===== config.mk =====
export PLATFORM = sky130hd
export DESIGN_NAME = kugelblitz_byte_capture
export DESIGN_NICKNAME = d
export VERILOG_FILES = /design/src/rtl/kugelblitz_byte_capture_pkg.sv /design/src/rtl/kugelblitz_capture_fifo.sv /design/src/rtl/kugelblitz_byte_capture.sv
export SDC_FILE = /design/constraint.sdc
export NUM_CORES = 1
export LEC_CHECK = 0
export CAP_MARGIN = 30
export CELL_PAD_IN_SITES_DETAIL_PLACEMENT = 0
export CELL_PAD_IN_SITES_GLOBAL_PLACEMENT = 1
export CORE_AREA = 2 2 279 281
export DETAILED_ROUTE_END_ITERATION = 6
export DIE_AREA = 0 0 281 283
export PLACE_DENSITY = 0.77
export SETUP_SLACK_MARGIN = 0.02
export SYNTH_ARGS = -nofsm -noshare
export SYNTH_HDL_FRONTEND = slang
export SYNTH_SLANG_ARGS = --single-unit
export TNS_END_PERCENT = 10

===== constraint.sdc =====
create_clock -name clk -period 5.2 [get_ports clk]
set_input_delay 0.78 -clock clk [delete_from_list [all_inputs] [get_ports clk]]
set_output_delay 0.78 -clock clk [all_outputs]
set_load 0.03 [all_outputs]

===== src/rtl/kugelblitz_byte_capture_pkg.sv =====
`default_nettype none
// ============================================================================
//  Module      : kugelblitz_byte_capture_pkg
//  Description : Shared register map, CTRL/STATUS bit positions and FSM
//                encodings for the kugelblitz byte capture tap.
//  Revision    : 1.0 - initial release
// ============================================================================
package kugelblitz_byte_capture_pkg;

  // Register word index, decoded from addr[4:2]
  localparam logic [2:0] REG_CTRL     = 3'd0;
  localparam logic [2:0] REG_OFFSET   = 3'd1;
  localparam logic [2:0] REG_STATUS   = 3'd2;
  localparam logic [2:0] REG_DATA     = 3'd3;
  localparam logic [2:0] REG_FRAMES   = 3'd4;
  localparam logic [2:0] REG_CAPTURES = 3'd5;
  localparam logic [2:0] REG_MISSES   = 3'd6;

  // CTRL / STATUS / DATA bit positions
  localparam int CTRL_ENABLE_BIT = 0;
  localparam int CTRL_CLEAR_BIT  = 1;
  localparam int STATUS_OVF_BIT  = 16;
  localparam int DATA_VALID_BIT  = 31;

  // AXI-Lite write channel states
  localparam logic [0:0] W_IDLE = 1'b0;
  localparam logic [0:0] W_RESP = 1'b1;

  // AXI-Lite read channel states
  localparam logic [0:0] R_IDLE = 1'b0;
  localparam logic [0:0] R_DATA = 1'b1;

  // Word returned by a DATA read: valid flag plus the popped byte
  function automatic logic [31:0] data_word(input logic valid, input logic [7:0] byte_val);
    logic [31:0] w;
    w = '0;
    if (valid) begin
      w[DATA_VALID_BIT] = 1'b1;
      w[7:0]            = byte_val;
    end
    return w;
  endfunction

endpackage
`default_nettype wire


===== src/rtl/kugelblitz_capture_fifo.sv =====
`default_nettype none
// ============================================================================
//  Module      : kugelblitz_capture_fifo
//  Description : Synchronous byte FIFO with flush. A push into a full FIFO
//                is accepted only when a pop happens in the same cycle.
//  Revision    : 1.0 - initial release
// ============================================================================
module kugelblitz_capture_fifo #(
  parameter int DEPTH = 16
) (
  input  logic                     clk,
  input  logic                     rst_n,
  input  logic                     push_i,
  input  logic [7:0]               push_data_i,
  input  logic                     pop_i,
  input  logic                     flush_i,
  output logic [7:0]               head_o,
  output logic [$clog2(DEPTH):0]   level_o,
  output logic                     full_o,
  output logic                     empty_o
);

  localparam int            AW         = $clog2(DEPTH);
  localparam logic [AW:0]   FULL_LEVEL = (AW+1)'(DEPTH);

  logic [7:0]    mem_q [DEPTH];
  logic [AW-1:0] wr_ptr_q;
  logic [AW-1:0] rd_ptr_q;
  logic [AW:0]   level_q;
  logic          do_push;
  logic          do_pop;

  assign full_o  = (level_q == FULL_LEVEL);
  assign empty_o = (level_q == '0);
  assign level_o = level_q;
  assign head_o  = mem_q[rd_ptr_q];

  // A full FIFO still takes a push when the head leaves in the same cycle
  assign do_pop  = pop_i && !empty_o;
  assign do_push = push_i && (!full_o || do_pop);

  // Storage array; no reset needed, occupancy is tracked by the pointers
  always_ff @(posedge clk) begin
    if (do_push && !flush_i) begin
      mem_q[wr_ptr_q] <= push_data_i;
    end
  end

  // Pointer and level bookkeeping; flush overrides any push or pop
  always_ff @(posedge clk or negedge rst_n) begin
    if (!rst_n) begin
      wr_ptr_q <= '0;
      rd_ptr_q <= '0;
      level_q  <= '0;
    end else if (flush_i) begin
      wr_ptr_q <= '0;
      rd_ptr_q <= '0;
      level_q  <= '0;
    end else begin
      if (do_push) wr_ptr_q <= wr_ptr_q + 1'b1;
      if (do_pop)  rd_ptr_q <= rd_ptr_q + 1'b1;
      if (do_push && !do_pop)      level_q <= level_q + 1'b1;
      else if (!do_push && do_pop) level_q <= level_q - 1'b1;
    end
  end

endmodule
`default_nettype wire


===== src/rtl/kugelblitz_byte_capture.sv =====
`default_nettype none
// ============================================================================
//  Module      : kugelblitz_byte_capture
//  Description : Passive AXI-Stream tap that samples one byte per frame at a
//                programmed offset and queues it for AXI-Lite readout.
//  Revision    : 1.0 - initial release
// ============================================================================
module kugelblitz_byte_capture
  import kugelblitz_byte_capture_pkg::*;
#(
  parameter int DATA_WIDTH      = 512,
  parameter int KEEP_WIDTH      = DATA_WIDTH/8,
  parameter int AXIL_DATA_WIDTH = 32,
  parameter int AXIL_ADDR_WIDTH = 32,
  parameter int AXIL_STRB_WIDTH = AXIL_DATA_WIDTH/8,
  parameter int FIFO_DEPTH      = 16
) (
  input  logic                       clk,
  input  logic                       rst_n,
  input  logic [DATA_WIDTH-1:0]      s_axis_tdata,
  input  logic [KEEP_WIDTH-1:0]      s_axis_tkeep,
  input  logic                       s_axis_tvalid,
  input  logic                       s_axis_tlast,
  input  logic [AXIL_ADDR_WIDTH-1:0] s_axil_awaddr,
  input  logic                       s_axil_awvalid,
  output logic                       s_axil_awready,
  input  logic [AXIL_DATA_WIDTH-1:0] s_axil_wdata,
  input  logic [AXIL_STRB_WIDTH-1:0] s_axil_wstrb,
  input  logic                       s_axil_wvalid,
  output logic                       s_axil_wready,
  output logic [1:0]                 s_axil_bresp,
  output logic                       s_axil_bvalid,
  input  logic                       s_axil_bready,
  input  logic [AXIL_ADDR_WIDTH-1:0] s_axil_araddr,
  input  logic                       s_axil_arvalid,
  output logic                       s_axil_arready,
  output logic [AXIL_DATA_WIDTH-1:0] s_axil_rdata,
  output logic [1:0]                 s_axil_rresp,
  output logic                       s_axil_rvalid,
  input  logic                       s_axil_rready
);

  generate
    if (DATA_WIDTH != 512 || KEEP_WIDTH != 64) begin : g_bad_stream_width
      $error("kugelblitz_byte_capture: only a 512-bit stream is supported");
    end
    if (AXIL_DATA_WIDTH != 32 || AXIL_STRB_WIDTH != 4) begin : g_bad_axil_width
      $error("kugelblitz_byte_capture: only 32-bit AXI-Lite data is supported");
    end
    if (FIFO_DEPTH < 2 || FIFO_DEPTH > 256 || (FIFO_DEPTH & (FIFO_DEPTH-1)) != 0) begin : g_bad_depth
      $error("kugelblitz_byte_capture: FIFO_DEPTH must be a power of two in 2..256");
    end
  endgenerate

  localparam int LW = $clog2(FIFO_DEPTH) + 1;

  // Software-visible state
  logic        ctrl_en_q;
  logic [11:0] offset_q;
  logic        overflow_q;
  logic [31:0] frames_q, captures_q, misses_q;
  // AXI-Lite channel state
  logic [0:0]  w_state_q, w_state_d;
  logic [0:0]  r_state_q, r_state_d;
  logic [31:0] rdata_q;
  logic [31:0] rd_word;
  logic [31:0] status_word;
  // Stream tracking
  logic [5:0]  beat_cnt_q;
  logic        captured_q;
  logic        shadow_en_q;
  logic [11:0] shadow_off_q;
  logic        push_q;
  logic [7:0]  push_byte_q;
  // FIFO interface
  logic [7:0]    fifo_head;
  logic [LW-1:0] fifo_level;
  logic          fifo_full, fifo_empty, fifo_pop;

  logic       aw_hs, ar_hs, clear;
  logic       first_beat, en_eff, capture, miss, push_ok;
  logic [11:0] off_eff;
  logic [2:0] wr_idx, rd_idx;

  assign wr_idx = s_axil_awaddr[4:2];
  assign rd_idx = s_axil_araddr[4:2];

  // Ready is combinational on valid so each handshake takes a single cycle
  assign aw_hs          = rst_n && (w_state_q == W_IDLE) && s_axil_awvalid && s_axil_wvalid;
  assign ar_hs          = rst_n && (r_state_q == R_IDLE) && s_axil_arvalid;
  assign s_axil_awready = aw_hs;
  assign s_axil_wready  = aw_hs;
  assign s_axil_arready = ar_hs;
  assign s_axil_bvalid  = (w_state_q == W_RESP);
  assign s_axil_rvalid  = (r_state_q == R_DATA);
  assign s_axil_bresp   = 2'b00;
  assign s_axil_rresp   = 2'b00;
  assign s_axil_rdata   = rdata_q;

  assign clear    = aw_hs && (wr_idx == REG_CTRL) && s_axil_wstrb[0] && s_axil_wdata[CTRL_CLEAR_BIT];
  assign fifo_pop = ar_hs && (rd_idx == REG_DATA) && !fifo_empty;
  assign push_ok  = push_q && (!fifo_full || fifo_pop);

  // On beat 0 the live registers apply; later beats use the frame's shadow copy
  assign first_beat = (beat_cnt_q == 6'd0);
  assign en_eff     = first_beat ? ctrl_en_q : shadow_en_q;
  assign off_eff    = first_beat ? offset_q  : shadow_off_q;
  assign capture    = s_axis_tvalid && en_eff && !captured_q &&
                      (beat_cnt_q == off_eff[11:6]) && s_axis_tkeep[off_eff[5:0]];
  assign miss       = s_axis_tvalid && s_axis_tlast && en_eff && !captured_q && !capture;

  // Write channel state: IDLE until a combined AW/W handshake, RESP until bready
  always_comb begin
    w_state_d = w_state_q;
    case (w_state_q)
      W_IDLE:  if (aw_hs)         w_state_d = W_RESP;
      W_RESP:  if (s_axil_bready) w_state_d = W_IDLE;
      default: w_state_d = W_IDLE;
    endcase
  end

  // Read channel state: IDLE until AR handshake, DATA until rready
  always_comb begin
    r_state_d = r_state_q;
    case (r_state_q)
      R_IDLE:  if (ar_hs)         r_state_d = R_DATA;
      R_DATA:  if (s_axil_rready) r_state_d = R_IDLE;
      default: r_state_d = R_IDLE;
    endcase
  end

  // Status word assembly
  always_comb begin
    status_word                 = '0;
    status_word[8:0]            = 9'(fifo_level);
    status_word[STATUS_OVF_BIT] = overflow_q;
  end

  // Read data mux; unmapped words read as zero
  always_comb begin
    rd_word = '0;
    case (rd_idx)
      REG_CTRL:     rd_word = {31'd0, ctrl_en_q};
      REG_OFFSET:   rd_word = {20'd0, offset_q};
      REG_STATUS:   rd_word = status_word;
      REG_DATA:     rd_word = data_word(!fifo_empty, fifo_head);
      REG_FRAMES:   rd_word = frames_q;
      REG_CAPTURES: rd_word = captures_q;
      REG_MISSES:   rd_word = misses_q;
      default:      rd_word = '0;
    endcase
  end

  // AXI-Lite channel registers and programmable CTRL/OFFSET fields
  always_ff @(posedge clk or negedge rst_n) begin
    if (!rst_n) begin
      w_state_q <= W_IDLE;
      r_state_q <= R_IDLE;
      rdata_q   <= '0;
      ctrl_en_q <= 1'b0;
      offset_q  <= '0;
    end else begin
      w_state_q <= w_state_d;
      r_state_q <= r_state_d;
      if (ar_hs) rdata_q <= rd_word;
      if (aw_hs) begin
        if (wr_idx == REG_CTRL && s_axil_wstrb[0]) ctrl_en_q <= s_axil_wdata[CTRL_ENABLE_BIT];
        if (wr_idx == REG_OFFSET) begin
          if (s_axil_wstrb[0]) offset_q[7:0]  <= s_axil_wdata[7:0];
          if (s_axil_wstrb[1]) offset_q[11:8] <= s_axil_wdata[11:8];
        end
      end
    end
  end

  // Beat tracking, per-frame shadow latch and the one-cycle capture pipeline
  always_ff @(posedge clk or negedge rst_n) begin
    if (!rst_n) begin
      beat_cnt_q   <= '0;
      captured_q   <= 1'b0;
      shadow_en_q  <= 1'b0;
      shadow_off_q <= '0;
      push_q       <= 1'b0;
      push_byte_q  <= '0;
    end else begin
      push_q <= capture;
      if (capture) push_byte_q <= s_axis_tdata[{off_eff[5:0], 3'b000} +: 8];
      if (s_axis_tvalid) begin
        if (first_beat) begin
          shadow_en_q  <= ctrl_en_q;
          shadow_off_q <= offset_q;
        end
        if (s_axis_tlast) begin
          beat_cnt_q <= '0;
          captured_q <= 1'b0;
        end else begin
          if (beat_cnt_q != 6'd63) beat_cnt_q <= beat_cnt_q + 6'd1;
          if (capture) captured_q <= 1'b1;
        end
      end
    end
  end

  // Statistics counters and sticky overflow; CLEAR takes priority
  always_ff @(posedge clk or negedge rst_n) begin
    if (!rst_n) begin
      frames_q   <= '0;
      captures_q <= '0;
      misses_q   <= '0;
      overflow_q <= 1'b0;
    end else if (clear) begin
      frames_q   <= '0;
      captures_q <= '0;
      misses_q   <= '0;
      overflow_q <= 1'b0;
    end else begin
      if (s_axis_tvalid && s_axis_tlast) frames_q <= frames_q + 32'd1;
      if (miss)                          misses_q <= misses_q + 32'd1;
      if (push_ok)                       captures_q <= captures_q + 32'd1;
      if (push_q && !push_ok)            overflow_q <= 1'b1;
    end
  end

  kugelblitz_capture_fifo #(
    .DEPTH (FIFO_DEPTH)
  ) u_fifo (
    .clk         (clk),
    .rst_n       (rst_n),
    .push_i      (push_q),
    .push_data_i (push_byte_q),
    .pop_i       (fifo_pop),
    .flush_i     (clear),
    .head_o      (fifo_head),
    .level_o     (fifo_level),
    .full_o      (fifo_full),
    .empty_o     (fifo_empty)
  );

  logic unused_bits;
  assign unused_bits = ^{s_axil_awaddr[AXIL_ADDR_WIDTH-1:5], s_axil_awaddr[1:0],
                         s_axil_araddr[AXIL_ADDR_WIDTH-1:5], s_axil_araddr[1:0],
                         s_axil_wdata[AXIL_DATA_WIDTH-1:12], s_axil_wstrb[AXIL_STRB_WIDTH-1:2]};

endmodule
`default_nettype wire


==> run metrics <==
status completed; Post-Synthesis Cell Area 20,400 um^2; fin crit share between 80% and 90%; Worst Path Required 5.63 ns; initial antenna violation count 66; post-layout min period between 4 and 5 ns; number of hold buffers added after CTS 0; vias in the first global route roughly 20,000; cell area power density around 340 nW/um^2; clock buffer count from CTS 35; Yosys cell types 73; Placer Congestion 0.878; number of synthesized flops with an enable pin about 130; Clock Skew between 0.015 and 0.02 ns; first-pass GRT wire length roughly 150 mm; clock share of power between 20 and 30%; ratio of cells with drive above 1 in the final layout around 7.5%; worst path bufs/invs 2; cells along the critical path inv_1 > ha_1 > or4b_1 > o21ai_1 > nand2_1 > buf_4 > nor2_4 > a32oi_1 > o22ai_1 > nor3_1 > o311ai_0 > nand2_1; Max Root-Sink Buffers 3; pin count of the biggest net entering global routing between 100 and 150; max_cap viols 0; Psw between 3 and 4 mW; Post-DP HPWL 82.1 mm; share of the synthesized area in the top cell type a little under a quarter; CTS sink cnt 314; critical path class register to register; Synth area leader dfrtp_1; clock latency on the worst-skew pair between 0.5 and 0.6 ns; Pins Over Slew Limit 0; DRC viols 0; H-tree level count 2; total grt overflow 0; core box area between 70,000 and 80,000 um^2; max frequency 217 MHz; critical path arrival 5.03 ns; Most common cell on crit path nand2_1; PostCTS Resize Cnt 0; most frequent cells in the layout clkdlybuf4s50_1 (639), nand2_1 (377), dfrtp_1 (185); Crit Reg-Reg Endpoint push_byte_q[6]$_DFFE_PN0P_; die height around 280 um; Synth area leaders dfrtp_1 (23%), edfxtp_1 (19%), nand2_1 (7.0%); Die ar. slightly below 80,000 um^2; Synth Register Bits about 310; Crit path max-delay family simple AND/OR/NAND/NOR gates; final-layout fill cell count 7,806; Final Core Density a little under two fifths; syn avg cell area 9.13 um^2; Storage cell area between 8000 and 9000 um^2; CP max stage delay around 0.80 ns; worst vdd ir roughly 0.0002 V; Seq/Total Area, Yosys roughly two fifths; DR pass1 iterations 5; Mapped Cells between 2,000 and 2,500; Initial Utilization between 20% and 30%; CP Capture Point push_byte_q[6]$_DFFE_PN0P_; CP max FO 15; Slew HR 31.1%; clock slew at the register clock pins of the worst setup and hold paths ~0.07 ns; Post-synth top flop dfrtp_1; Die W around 280 um; WL/cell ~27 um; total internal power between 5 and 6 mW; Ys Warns 0; slowest CP cell or4b_1; Stages on worst setup path 12; Worst-Margin Slew between 1 and 1.5 ns; TritonCTS clock tree done; switching part of the total power 39.3%; Final Hold Vio Count 0; setup TNS 0 ns; RSZ-0062 raised after global routing false; Post-layout nets 3,485; via count between 20,000 and 25,000; area of the multi-input gates 11,100 um^2; initial DRC count between 2,000 and 2,500; Rows approximately 100; FF-to-FF setup slack 0.60 ns; post-synthesis to final-layout area growth 43.4%; Post-synth ARST share between 50% and 60%; combinational power share between 40% and 50%; Top Ports 726; most common cell after layout, fill and taps aside clkdlybuf4s50_1; vias per cell about 5.4; Detailed Route WL about 100 mm; Min-Delay Path Class primary input to asynchronous set/reset pin; Startpoint Class register; IO buf count ~640; CP Launch Point beat_cnt_q[1]$_DFFE_PN0P_; Seq pwr share 31.9%; root buf cell clkbuf_16; LEAKAGE roughly 11 nW; Final setup viols 0; R2R depth 12; GR Util All Layers about a quarter; FF-to-FF Start beat_cnt_q[1]$_DFFE_PN0P_; DRT antenna net count 0; post-CTS setup buffer count 0; crit end category register
-- synthesized netlist by cell type, types with 20 or more instances --
library cell / count
a211oi_1: 119
a22o_1: 20
xnor2_1: 20
and3_1: 127
nand3_1: 69
nor2_1: 114
nand2_1: 379
o31ai_1: 26
clkbuf_1: 149
nand4_1: 34
o21ai_0: 97
mux2i_1: 70
or4_1: 27
mux4_2: 42
or3_1: 22
a31oi_1: 46
edfxtp_1: 128
inv_1: 32
buf_1: 25
a311oi_1: 55
dfrtp_1: 186
o22ai_1: 39
and2_1: 24
nor3_1: 30
a21oi_1: 111
mux2_2: 25
xor2_1: 45
a32oi_1: 30
-- worst min-delay path by stage --
stage	startpoint	to	slack [ns]	cells after the start
floorplan	overflow_q$_DFFE_PN0P_	overflow_q$_DFFE_PN0P_	0.46	2
global placement	s_axil_rdata[3]$_DFFE_PN0P_	s_axil_rdata[3]$_DFFE_PN0P_	0.46	2
detailed placement	s_axil_rdata[4]$_DFFE_PN0P_	s_axil_rdata[4]$_DFFE_PN0P_	0.47	2
CTS	rst_n	s_axil_rvalid$_DFF_PN0_	0.02	1
global route	rst_n	s_axil_rvalid$_DFF_PN0_	0.03	1
finish	rst_n	s_axil_rvalid$_DFF_PN0_	0.03	1
-- registers in the layout, summed over array words and instances (netlist names), 4 cells and up --
| register | count |
|---|---|
| u_fifo.mem_q | 128 |
| shadow_off_q | 12 |
| beat_cnt_q | 6 |
| frames_q | 32 |
| u_fifo.rd_ptr_q | 4 |
| captures_q | 32 |
| u_fifo.level_o | 5 |
| s_axil_rdata | 32 |
| misses_q | 32 |
| push_byte_q | 8 |
| u_fifo.wr_ptr_q | 4 |
| offset_q | 12 |
-- power groups by stage --
| stage | clock (mW) | sequential, mW | combinational, mW |
|---|---|---|---|
| floorplan | 0 | 3.05 | 2.36 |
| global placement | 0 | 3.17 | 4.18 |
| detailed placement | 0 | 3.18 | 4.21 |
| CTS | 2.54 | 3.13 | 4.23 |
| global route | 2.63 | 3.17 | 4.49 |
| finish | 2.51 | 3.13 | 4.18 |
-- logic make-up (layout without fill, tap and decap cells) --
family,after synthesis,after routing,synth area share (%)
AOI/OAI and AO/OA,596,596,19.9
xor gates and xnor gates,65,65,2.79
adders and majority gates,15,15,0.957
buffers and inverters,224,800,4.33
DFF,314,314,41.7
muxes,137,137,9.46
other,1,36,0.0184
and+or+nand+nor,881,881,20.9
-- cell type report --
class	instances	share of cell area, %
Multi-Input combinational cell	1698	38.0
Timing Repair Buffer	704	24.0
Sequential cell	314	29.1
Clock buffer	50	3.39
Tap cell	1040	4.45
Clock inverter	14	0.445
Antenna cell	32	0.274
Inverter	32	0.411
-- metrics by stage --
stage	cells	worst slack, ns	total power [mW]	hold WS, ns	cell area [um^2]
6_report	3884	0.598	9.81	0.0274	29200
5_1_grt	3857	0.435	10.3	0.0252	29200
4_1_cts	3852	0.694	9.90	0.0212	29200
3_5_place_dp	3788	0.709	7.39	0.473	28000
3_3_place_gp	3786	0.407	7.35	0.463	28000
2_1_floorplan	2236	1.56	5.41	0.458	20400
-- worst reg2reg max path, stage by stage (launching register included) --
cell and delay (ns):
dfrtp_1 0.46, inv_1 0.10, ha_1 0.17, or4b_1 0.80
o21ai_1 0.32, nand2_1 0.38, buf_4 0.31, nor2_4 0.55
a32oi_1 0.57, o22ai_1 0.36, nor3_1 0.08, o311ai_0 0.30
nand2_1 0.09
-- layer usage --
| metal | vias up | GRT usage (%) | part of all wire (%) |
|---|---|---|---|
| li1 | 9610 | - | - |
| met1 | 10241 | 32.6 | 40 |
| met2 | 873 | 41.5 | 47 |
| met3 | 135 | 8.27 | 11 |
| met4 | 46 | 5.28 | 1.9 |
| met5 | - | 0 | 0.26 |
(Power assumes the default switching activity.)
